[config.mk]
export PLATFORM = sky130hd
export DESIGN_NAME = rc4_encrypt_fsm_flat
export DESIGN_NICKNAME = d
export VERILOG_FILES = /design/src/rtl/rc4_encrypt_fsm_if.sv /design/src/rtl/rc4_encrypt_fsm.sv /design/src/flat_wrapper.sv
export SDC_FILE = /design/constraint.sdc
export NUM_CORES = 1
export LEC_CHECK = 0
export CAP_MARGIN = 20
export CORE_UTILIZATION = 50
export CTS_CLUSTER_SIZE = 16
export DETAILED_ROUTE_END_ITERATION = 6
export PLACE_DENSITY_LB_ADDON = 0.2
export SYNTH_ARGS = -nofsm -noshare
export SYNTH_HDL_FRONTEND = slang
export SYNTH_SLANG_ARGS = --single-unit
[constraint.sdc]
create_clock -name clock -period 3.3 [get_ports clock]
set_input_delay 0.66 -clock clock [delete_from_list [all_inputs] [get_ports clock]]
set_output_delay 0.66 -clock clock [all_outputs]
set_load 0.1 [all_outputs]
[src/rtl/rc4_encrypt_fsm_if.sv]
// rc4_encrypt_fsm_if: control handshake plus S-RAM, plaintext RAM and
// ciphertext RAM bus of the RC4 encryptor, bundled as one port.
//   start/key            : run request and 24-bit key (into the encryptor)
//   busy/done            : run status (out of the encryptor)
//   s_address/s_data/s_wren/s_q        : 8x256 working S-RAM port
//   pt_address/pt_q                    : plaintext RAM read port
//   ct_address/ct_data/ct_wren         : ciphertext RAM write port
// master = encryptor side, slave = RAM / controller side.
interface rc4_encrypt_fsm_if;
    logic        start;
    logic [23:0] key;
    logic        busy;
    logic        done;
    logic [7:0]  s_address;
    logic [7:0]  s_data;
    logic        s_wren;
    logic [7:0]  s_q;
    logic [7:0]  pt_address;
    logic [7:0]  pt_q;
    logic [7:0]  ct_address;
    logic [7:0]  ct_data;
    logic        ct_wren;

    modport master (
        input  start, key, s_q, pt_q,
        output busy, done, s_address, s_data, s_wren,
               pt_address, ct_address, ct_data, ct_wren
    );

    modport slave (
        output start, key, s_q, pt_q,
        input  busy, done, s_address, s_data, s_wren,
               pt_address, ct_address, ct_data, ct_wren
    );
endinterface

[src/rtl/rc4_encrypt_fsm.sv]
// rc4_encrypt_fsm: single-key RC4 encryptor. On start it fills the external
// S-RAM with the identity permutation, runs the key schedule with the
// captured 24-bit key, then generates MSG_LEN keystream bytes and writes
// plaintext XOR keystream to the ciphertext RAM, pulsing done at the end.
// Ports:
//   clock : rising-edge clock
//   reset : synchronous, active-high
//   bus   : rc4_encrypt_fsm_if.master (handshake + S/PT/CT RAM ports)
// Every output is registered; its next value is decoded from the next state,
// so an address appears in the same cycle as the state that issues it.
module rc4_encrypt_fsm #(
    parameter int unsigned MSG_LEN = 32
) (
    input  logic              clock,
    input  logic              reset,
    rc4_encrypt_fsm_if.master bus
);

    localparam int unsigned DW     = 8;
    localparam int unsigned KW     = 24;
    localparam logic [DW-1:0] LAST_K = DW'(MSG_LEN - 1);
    localparam logic [DW-1:0] LAST_I = 8'hFF;

    typedef enum logic [4:0] {
        IDLE, INIT,
        KI_RD, KI_WT, KJ_RD, KJ_WT, KW_I, KW_J,
        PI_RD, PI_WT, PJ_RD, PJ_WT, PW_I, PW_J, PF_RD, PF_WT, PC_WR,
        DONE
    } state_t;

    state_t          state_q, state_d;
    logic [DW-1:0]   i_q, i_d;
    logic [DW-1:0]   j_q, j_d;
    logic [DW-1:0]   k_q, k_d;
    logic [1:0]      m_q, m_d;          // i mod 3 for key byte selection
    logic [DW-1:0]   si_q, si_d;
    logic [DW-1:0]   sj_q, sj_d;
    logic [KW-1:0]   key_q, key_d;

    logic            busy_q, busy_d;
    logic            done_q, done_d;
    logic [DW-1:0]   s_address_q, s_address_d;
    logic [DW-1:0]   s_data_q, s_data_d;
    logic            s_wren_q, s_wren_d;
    logic [DW-1:0]   pt_address_q, pt_address_d;
    logic [DW-1:0]   ct_address_q, ct_address_d;
    logic [DW-1:0]   ct_data_q, ct_data_d;
    logic            ct_wren_q, ct_wren_d;

    logic [DW-1:0]   key_byte_c;

    // key[23:16] is byte 0
    always_comb begin
        case (m_q)
            2'd0:    key_byte_c = key_q[23:16];
            2'd1:    key_byte_c = key_q[15:8];
            default: key_byte_c = key_q[7:0];
        endcase
    end

    // State and datapath registers
    always_ff @(posedge clock) begin
        if (reset) begin
            state_q      <= IDLE;
            i_q          <= '0;
            j_q          <= '0;
            k_q          <= '0;
            m_q          <= '0;
            si_q         <= '0;
            sj_q         <= '0;
            key_q        <= '0;
            busy_q       <= 1'b0;
            done_q       <= 1'b0;
            s_address_q  <= '0;
            s_data_q     <= '0;
            s_wren_q     <= 1'b0;
            pt_address_q <= '0;
            ct_address_q <= '0;
            ct_data_q    <= '0;
            ct_wren_q    <= 1'b0;
        end else begin
            state_q      <= state_d;
            i_q          <= i_d;
            j_q          <= j_d;
            k_q          <= k_d;
            m_q          <= m_d;
            si_q         <= si_d;
            sj_q         <= sj_d;
            key_q        <= key_d;
            busy_q       <= busy_d;
            done_q       <= done_d;
            s_address_q  <= s_address_d;
            s_data_q     <= s_data_d;
            s_wren_q     <= s_wren_d;
            pt_address_q <= pt_address_d;
            ct_address_q <= ct_address_d;
            ct_data_q    <= ct_data_d;
            ct_wren_q    <= ct_wren_d;
        end
    end

    // Next state, datapath and next-cycle outputs
    always_comb begin
        state_d      = state_q;
        i_d          = i_q;
        j_d          = j_q;
        k_d          = k_q;
        m_d          = m_q;
        si_d         = si_q;
        sj_d         = sj_q;
        key_d        = key_q;
        s_address_d  = s_address_q;
        s_data_d     = s_data_q;
        s_wren_d     = 1'b0;
        pt_address_d = pt_address_q;
        ct_address_d = ct_address_q;
        ct_data_d    = ct_data_q;
        ct_wren_d    = 1'b0;

        case (state_q)
            IDLE: begin
                if (bus.start) begin
                    key_d       = bus.key;
                    i_d         = '0;
                    j_d         = '0;
                    k_d         = '0;
                    m_d         = '0;
                    state_d     = INIT;
                    s_address_d = '0;
                    s_data_d    = '0;
                    s_wren_d    = 1'b1;
                end
            end
            INIT: begin
                if (i_q == LAST_I) begin
                    i_d         = '0;
                    state_d     = KI_RD;
                    s_address_d = '0;
                end else begin
                    i_d         = i_q + 8'd1;
                    s_address_d = i_q + 8'd1;
                    s_data_d    = i_q + 8'd1;
                    s_wren_d    = 1'b1;
                end
            end
            KI_RD: state_d = KI_WT;
            KI_WT: begin
                si_d        = bus.s_q;
                j_d         = j_q + bus.s_q + key_byte_c;
                s_address_d = j_d;
                state_d     = KJ_RD;
            end
            KJ_RD: state_d = KJ_WT;
            KJ_WT: begin
                sj_d        = bus.s_q;
                s_address_d = i_q;
                s_data_d    = bus.s_q;
                s_wren_d    = 1'b1;
                state_d     = KW_I;
            end
            KW_I: begin
                s_address_d = j_q;
                s_data_d    = si_q;
                s_wren_d    = 1'b1;
                state_d     = KW_J;
            end
            KW_J: begin
                if (i_q == LAST_I) begin
                    // PRGA pre-increments i, so its first index is 1
                    i_d         = 8'd1;
                    j_d         = '0;
                    k_d         = '0;
                    s_address_d = 8'd1;
                    state_d     = PI_RD;
                end else begin
                    i_d         = i_q + 8'd1;
                    m_d         = (m_q == 2'd2) ? 2'd0 : 2'(m_q + 2'd1);
                    s_address_d = i_q + 8'd1;
                    state_d     = KI_RD;
                end
            end
            PI_RD: state_d = PI_WT;
            PI_WT: begin
                si_d        = bus.s_q;
                j_d         = j_q + bus.s_q;
                s_address_d = j_d;
                state_d     = PJ_RD;
            end
            PJ_RD: state_d = PJ_WT;
            PJ_WT: begin
                sj_d        = bus.s_q;
                s_address_d = i_q;
                s_data_d    = bus.s_q;
                s_wren_d    = 1'b1;
                state_d     = PW_I;
            end
            PW_I: begin
                s_address_d = j_q;
                s_data_d    = si_q;
                s_wren_d    = 1'b1;
                state_d     = PW_J;
            end
            PW_J: begin
                // keystream read and plaintext read issued together
                s_address_d  = si_q + sj_q;
                pt_address_d = k_q;
                state_d      = PF_RD;
            end
            PF_RD: state_d = PF_WT;
            PF_WT: begin
                ct_address_d = k_q;
                ct_data_d    = bus.s_q ^ bus.pt_q;
                ct_wren_d    = 1'b1;
                state_d      = PC_WR;
            end
            PC_WR: begin
                if (k_q == LAST_K) begin
                    state_d = DONE;
                end else begin
                    k_d         = k_q + 8'd1;
                    i_d         = i_q + 8'd1;
                    s_address_d = i_q + 8'd1;
                    state_d     = PI_RD;
                end
            end
            DONE:    state_d = IDLE;
            default: state_d = IDLE;
        endcase

        busy_d = (state_d != IDLE) && (state_d != DONE);
        done_d = (state_d == DONE);
    end

    assign bus.busy       = busy_q;
    assign bus.done       = done_q;
    assign bus.s_address  = s_address_q;
    assign bus.s_data     = s_data_q;
    assign bus.s_wren     = s_wren_q;
    assign bus.pt_address = pt_address_q;
    assign bus.ct_address = ct_address_q;
    assign bus.ct_data    = ct_data_q;
    assign bus.ct_wren    = ct_wren_q;

endmodule

[src/flat_wrapper.sv]
// flat-port wrapper written by rule: the top's interface ports become plain ports
module rc4_encrypt_fsm_flat 
#(
    parameter int unsigned MSG_LEN = 32
)
  (clock, reset, bus_start, bus_key, bus_s_q, bus_pt_q, bus_busy, bus_done, bus_s_address, bus_s_data, bus_s_wren, bus_pt_address, bus_ct_address, bus_ct_data, bus_ct_wren);
  rc4_encrypt_fsm_if bus_i ();
  input  logic clock;
  input  logic reset;
  input wire logic [$bits(bus_i.start)-1:0] bus_start;
  input wire logic [$bits(bus_i.key)-1:0] bus_key;
  input wire logic [$bits(bus_i.s_q)-1:0] bus_s_q;
  input wire logic [$bits(bus_i.pt_q)-1:0] bus_pt_q;
  output wire logic [$bits(bus_i.busy)-1:0] bus_busy;
  output wire logic [$bits(bus_i.done)-1:0] bus_done;
  output wire logic [$bits(bus_i.s_address)-1:0] bus_s_address;
  output wire logic [$bits(bus_i.s_data)-1:0] bus_s_data;
  output wire logic [$bits(bus_i.s_wren)-1:0] bus_s_wren;
  output wire logic [$bits(bus_i.pt_address)-1:0] bus_pt_address;
  output wire logic [$bits(bus_i.ct_address)-1:0] bus_ct_address;
  output wire logic [$bits(bus_i.ct_data)-1:0] bus_ct_data;
  output wire logic [$bits(bus_i.ct_wren)-1:0] bus_ct_wren;
  assign bus_i.start = bus_start;
  assign bus_i.key = bus_key;
  assign bus_i.s_q = bus_s_q;
  assign bus_i.pt_q = bus_pt_q;
  assign bus_busy = bus_i.busy;
  assign bus_done = bus_i.done;
  assign bus_s_address = bus_i.s_address;
  assign bus_s_data = bus_i.s_data;
  assign bus_s_wren = bus_i.s_wren;
  assign bus_pt_address = bus_i.pt_address;
  assign bus_ct_address = bus_i.ct_address;
  assign bus_ct_data = bus_i.ct_data;
  assign bus_ct_wren = bus_i.ct_wren;
  rc4_encrypt_fsm #(.MSG_LEN(MSG_LEN)) u_core (.clock(clock), .reset(reset), .bus(bus_i));
endmodule
Word level (Yosys, flattened, before mapping)
Cells that the tools add are included.
{ "totals": {"reg_bits": 115, "out_inout_bits": 44, "elab_cells": 98} }
{ "classes": {"muxes": 26, "add_sub_neg": 6, "n_reduce_logical": 21, "bitwise": 1, "n_eq_ne": 27} }
{ "op_table": {"columns": ["cell", "n"], "rows": [
  ["8-bit case mux with 4 select lines", 3],
  ["5-bit case mux with 17 select lines", 1],
  ["8-bit case mux with 9 select lines", 1],
  ["8-bit two-way mux", 7],
  ["5-bit by 4-bit equality test with 1-bit output, second input constant", 8],
  ["8-bit adder", 3],
  ["8-bit case mux with 3 select lines", 1],
  ["5-bit by 3-bit equality test with 1-bit output, second input constant", 4],
  ["8-bit by 1-bit adder with 8-bit output, second input constant", 2],
  ["8-bit case mux with 2 select lines", 1],
  ["5-bit two-way mux", 3],
  ["3-bit AND reduction", 5],
  ["4-bit nonzero test", 3],
  ["5-bit by 2-bit equality test with 1-bit output, second input constant", 2],
  ["5-bit equality test, second input constant", 2],
  ["9-bit nonzero test", 1],
  ["8-bit by 5-bit equality test with 1-bit output, second input constant", 1],
  ["8-bit equality test, second input constant", 1],
  ["2-bit inequality test, second input constant", 4],
  ["8-bit bitwise XOR", 1],
  ["2-bit two-way mux", 3],
  ["2-bit OR reduction", 3],
  ["5-bit by 1-bit equality test with 1-bit output, second input constant", 1],
  ["5-bit zero test", 1],
  ["other kinds (17)", 19]
]} }

Depth between registers and ports, before layout
{ "logic_depth": {"depth_word": 5, "depth_mapped": 14, "mapped_depth_nobuf": 14} }

Worst setup path before layout
No wires, ideal clock.
{ "synth_timing": {"kind": "input to register", "startpoint": "in bus_s_q[0]", "endpoint": "reg u_core.j_q[7]", "t_arrival_ns": 3.375, "cell_stages": 13, "setup_ns": 0.133, "setup_slack_ns": -0.208, "path_buffers": 0, "t_required_ns": 3.167, "cell_sequence": "ha_1 fa_1 a21oi_1 o21ai_0 a21oi_1 xnor2_1 ha_1 or4_1 o22ai_1 xnor2_1 a21o_1 a2111oi_2 a311oi_1"} }
{ "synth_via": {"elab_chain_len": 3} }
{ "synth_rtl": {"columns": ["element", "line", "text"], "rows": [
  ["from (decl)", "flat_wrapper.sv:12", "input wire logic [$bits(bus_i.s_q)-1:0] bus_s_q;"],
  ["8-bit adder *", "rc4_encrypt_fsm.sv:149, rc4_encrypt_fsm.sv:185", null],
  ["8-bit adder", "rc4_encrypt_fsm.sv:149", "j_d = j_q + bus.s_q + key_byte_c;"],
  ["8-bit case mux with 4 select lines *", "rc4_encrypt_fsm.sv:120", "case (state_q)"],
  ["to (signal assigned)", "rc4_encrypt_fsm.sv:84", "j_q <= j_d;"],
  ["to (decl)", "rc4_encrypt_fsm.sv:33", "logic [DW-1:0] j_q, j_d;"]
]} }
Mark *: on every way between the ends. The rest lies on a longest branch, timed or not.
A chain may end at the register's enable or synchronous reset.

Worst setup path after layout
{ "layout_timing": {"startpoint": "in bus_s_q[1]", "endpoint": "reg u_core.j_q[7]"} }
The elaborated chain is that of the path after synthesis.

==> summary by stage <==
Power
Summed over all cells, the static leakage comes to 3.14 nW. For this design the ratio of total power to cell area is 469 nW/um2. The completed layout was analyzed and its total power is 3.71 mW. Of the total power, combinational logic draws about an eighth. The largest voltage drop on the vdd net is roughly 300 uV. The fraction of power spent switching nets is roughly 25%. The register share of total power is ~40%. Internal power comes to 2.79 mW. The clock power share is 49.4%. The analysis attributes to net switching a power of 0.921 mW.

Worst setup path
The slowest library cell on the worst path is sky130_fd_sc_hd__or4_1. The critical path goes through dlygate4sd2_1 > ha_1 > a21oi_1 > o211ai_1 > xor2_1 > ha_1 > or4_1 > o22ai_2 > xnor2_2 > buf_4 > nor3_2 > a2111oi_2 > a311oi_1. The worst setup path is captured at a register.

The critical path is of the primary input to register type. Counting stages on the worst path, the most repeated cell is sky130_fd_sc_hd__ha_1. In this run the worst path has a maximum fanout of 5. Data on the critical path arrives at its endpoint at 3.57 ns. The worst endpoint required time is 3.56 ns. The largest single stage delay on the critical path is 0.54 ns. The critical path's top delay family is compound AO/OA/AOI/OAI gates. The critical path startpoint category is a primary input. The number of buffers and inverters on the critical path is 2.

Synthesis
The synthesized netlist contains 73 unique library cells. Among all flip-flop cells after synthesis, the most frequent one is sky130_fd_sc_hd__dfxtp_1. The number of nets in the synthesized netlist is 829. The sequential share of the synthesized area is 37.3%. The number of synthesized register bits is 115. The post-synthesis share of cell area spent on xor and xnor gates is 4.97%.

After synthesis, the largest family of logic cells by area is simple AND/OR/NAND/NOR gates. Counting flops with an async set or reset pin after synthesis yields a share of 0%. Multiplexer cells account for around 3.4% of the synthesized area. Of the total synthesized cell area, the portion taken by AND, OR, NAND and NOR gates is between 20% and 30%. Yosys printed 0 warnings. The number of enable-type register cells in the synthesized netlist is 0. A synthesized cell averages 8.12 um2.

The adder and majority cell fraction of the synthesized area is 5.63%. In this run the cell area of the synthesized design comes to around 6000 um2. The synthesized netlist devotes 21.8% of its cell area to compound gates. The cell count after synthesis came out at 760.

Placed design
The area of placed instances is 7210 um2. During placement, the flow inserted port buffers numbering 86. The wire-length estimate of the detail-placed layout is 12700 um. At the placement stage, the worst setup path has a slack of -0.770 ns. The instance count after placement with tap cells included is 985. The weighted congestion reported at the end of routability-driven placement is ~0.93.

Finish
After the flow finishes, the layout carries non-filler instances totaling 1024. Summing all non-filler instances in the final layout gives an area of a little under 8000 um2. After the last flow step, the layout net total stands at roughly 930. The fraction of the core area covered by cells at the end of the flow is 65.9%.

Relative to the synthesized area, the layout overhead comes to 28.2%. In the final layout, the share of cells above drive strength 1 is around 18%. The number of diodes added for antenna fixing is 0.

Hold path
The worst hold path class is register to register.

Timing
The hold violation total from the final report is 0. The total negative slack for setup checks is -0.0178 ns. Once routing completed, OpenROAD measured the worst setup slack at -0.0178 ns. Clock skew on the completed layout was measured at 0.00776 ns. The post-route worst hold slack is 0.452 ns. For the pin with the worst max-slew slack, the measured transition is 0.901 ns. Measured against its own limit, the worst slew margin works out to 39.9%. The clock period minus final worst setup slack is 3.32 ns. The highest attainable clock frequency is 301 MHz.

The final clock period utilization by the worst path is 101%. Setup repair after global routing could not meet its margin everywhere. The total count of max-transition violations in the final report came to 0. Setup violations remaining at the end of the flow were counted as 1.

CTS
The number of sinks on the clock net is 115. Hold repair after CTS inserted 0 buffers. The master cell of the clock root buffer is sky130_fd_sc_hd__clkbuf_16. The H-tree generated during clock tree synthesis spans 4 levels.

No sink is reached through more buffers than the 2 on the longest clock path. TritonCTS built the clock tree. The clock slew seen by the registers of the worst setup and hold paths is 0.05 ns. At the later pin of the worst-skew pair, clock insertion delay measures roughly 0.42 ns. The total CTS buffers is 17.

Routing
The first TritonRoute pass finished after 7 iterations. The count of nets left with antenna violations once routing finished came out at 0. For this block, the routed nets add up to between 15000 and 20000 um of wire. For this block, the initial DRC count from the detailed router was 564. After detailed routing, the average wire length per cell comes to 17.5 um. The routed via count divided by cell count is 5.97.

The detailed router placed approximately 6100 vias in this run. The DRC violations left is 0.

Floorplanning
The site row count is 40. In this run the standard cell core region covers 12000 um2. The boundary pin count is a little under 90. The die covers 12800 um2. Once the floorplan was initialized, standard cells occupied 51.4% of the core. The x dimension of the die is around 110 um.

The floorplan step set the die height to 113 um.

Job
The number of maximum-capacitance constraint violations is 0.

GRT
The pin count of the biggest net entering global routing is 86. The global router's overall resource usage is 28.8%. The routing usage on met2 is 44.9%. The met3 global-route usage is between 7 and 8%. The first global-routing pass estimated 28600 um of wire. The number of antenna violations at the first check in global routing is 0. For met1 alone, demand over resource in global routing was a little over a third. The most used routing layer is met2. The total overflow left after global routing is 0. The number of global-route vias before repair is between 5000 and 6000.

Status
The checks that failed: setup timing. The flow ran to the end, but the final reports show violations.
-- cells in the mapped netlist (7+ instances only) --
| master | instances | area share (%) |
|---|---|---|
| sky130_fd_sc_hd__a22oi_1 | 11 | 1.3 |
| sky130_fd_sc_hd__dfxtp_1 | 115 | 37 |
| sky130_fd_sc_hd__buf_2 | 15 | 1.2 |
| sky130_fd_sc_hd__nor2b_1 | 9 | 0.91 |
| sky130_fd_sc_hd__ha_1 | 23 | 4.7 |
| sky130_fd_sc_hd__nor3_1 | 9 | 0.73 |
| sky130_fd_sc_hd__a221oi_1 | 8 | 1.1 |
| sky130_fd_sc_hd__o21ai_0 | 19 | 1.5 |
| sky130_fd_sc_hd__mux2i_1 | 21 | 3.4 |
| sky130_fd_sc_hd__a31oi_1 | 15 | 1.5 |
| sky130_fd_sc_hd__xor2_1 | 11 | 1.6 |
| sky130_fd_sc_hd__and3_1 | 9 | 0.91 |
| sky130_fd_sc_hd__nand2_1 | 137 | 8.3 |
| sky130_fd_sc_hd__xnor2_1 | 24 | 3.4 |
| sky130_fd_sc_hd__o21ai_1 | 9 | 0.73 |
| sky130_fd_sc_hd__a21oi_1 | 85 | 6.9 |
| sky130_fd_sc_hd__clkbuf_1 | 30 | 1.8 |
| sky130_fd_sc_hd__a21o_1 | 7 | 0.85 |
| sky130_fd_sc_hd__nand3_1 | 16 | 1.3 |
| sky130_fd_sc_hd__a211oi_1 | 16 | 1.9 |
| sky130_fd_sc_hd__nor2_1 | 75 | 4.6 |
-- final cells by class --
class | instances | area [um2]
fillers | 978 | 4100
flip-flops and latches | 115 | 2300
well taps | 147 | 184
repair buffers | 137 | 1130
clock buffers | 21 | 450
clock inverters | 10 | 134
multi-input cells | 590 | 3700
inverters | 4 | 15.0
-- timing repair --
item                       4_1_cts  5_1_grt
gates resized for setup         12        3
pin swaps                       10        2
setup endpoints to repair        4        2
buffers inserted                 8        0
-- cells by family (layout without fill, tap and decap cells) --
family,count (synthesis),after routing
DFF,115,115
buffers and inverters,55,172
and+or+nand+nor,300,300
adders and majority gates,26,26
AOI/OAI and AO/OA,208,208
muxes,21,21
xor gates and xnor gates,35,35
-- layer usage --
| metal | routed length (um) | vias to the layer above |
|---|---|---|
| li1 | - | 2902 |
| met1 | 7290 | 2869 |
| met2 | 8380 | 282 |
| met3 | 1440 | 58 |
| met4 | 812 | 0 |
| met5 | 0 | - |
-- path summary, 6_finish.rpt --
| path | from | to | slack, ns | cells after the start |
|---|---|---|---|---|
| hold / removal | u_core.bus.pt_address[0]$_SDFFE_PP0P_ | u_core.bus.pt_address[0]$_SDFFE_PP0P_ | 0.45 | 2 |
| setup reg to reg | u_core.j_q[0]$_SDFFE_PP0P_ | u_core.j_q[7]$_SDFFE_PP0P_ | 0.08 | 14 |
| setup / recovery | bus_s_q[1] | u_core.j_q[7]$_SDFFE_PP0P_ | -0.02 | 13 |
| hold reg to reg | u_core.bus.pt_address[0]$_SDFFE_PP0P_ | u_core.bus.pt_address[0]$_SDFFE_PP0P_ | 0.45 | 2 |
-- registers in the layout (all words and copies together), names as in the netlist --
signal and count:
u_core.bus.pt_address 8, u_core.bus.busy 1, u_core.si_q 8, u_core.k_q 8, u_core.state_q 5, u_core.i_q 8
u_core.bus.done 1, u_core.sj_q 8, u_core.j_q 8, u_core.bus.s_data 8, u_core.bus.s_address 8, u_core.bus.s_wren 1
u_core.bus.ct_wren 1, u_core.m_q 2, u_core.bus.ct_address 8, u_core.bus.ct_data 8, u_core.key_q 24
-- power by group through the flow --
stage	Combinational, mW	Clock, mW	Sequential (mW)
after floorplan	0.201	0	1.52
after global placement	0.408	0	1.47
after detailed placement	0.419	0	1.47
after CTS	0.428	1.85	1.44
after global routing	0.465	1.92	1.44
final	0.435	1.83	1.44
-- worst register-to-register path, cell delays in order, from the launching register on --
cell	delay [ns]
sky130_fd_sc_hd__dfxtp_1	0.34
sky130_fd_sc_hd__ha_4	0.19
sky130_fd_sc_hd__fa_2	0.34
sky130_fd_sc_hd__a21oi_2	0.17
sky130_fd_sc_hd__o21ai_1	0.10
sky130_fd_sc_hd__a21oi_2	0.16
sky130_fd_sc_hd__xnor2_1	0.11
sky130_fd_sc_hd__ha_2	0.19
sky130_fd_sc_hd__or4_1	0.55
sky130_fd_sc_hd__o22ai_2	0.17
sky130_fd_sc_hd__xnor2_2	0.16
sky130_fd_sc_hd__buf_4	0.15
sky130_fd_sc_hd__nor3_2	0.04
sky130_fd_sc_hd__a2111oi_2	0.29
sky130_fd_sc_hd__a311oi_1	0.09
-- layout by cell type (no fill, tap or decap), drive strengths merged, types with 3 or more instances in the layout --
cell / n
nand3: 16
nand2: 140
bufinv: 3
dlygate4sd2: 4
a21o: 7
nand3b: 5
a22oi: 11
nor4: 6
a211oi: 17
nor3: 12
a222oi: 5
clkbuf: 21
dfxtp: 115
and2: 7
clkdlybuf4s50: 36
xor2: 11
nor2: 76
o21ai: 28
nand2b: 7
a21oi: 87
xnor2: 24
nor2b: 10
buf: 96
and3: 9
a311oi: 4
a2111oi: 3
mux2i: 21
a31oi: 15
fa: 3
a221oi: 9
clkinv: 5
ha: 23
inv: 4
o21a: 3
Power figures use the tool's default switching activity.
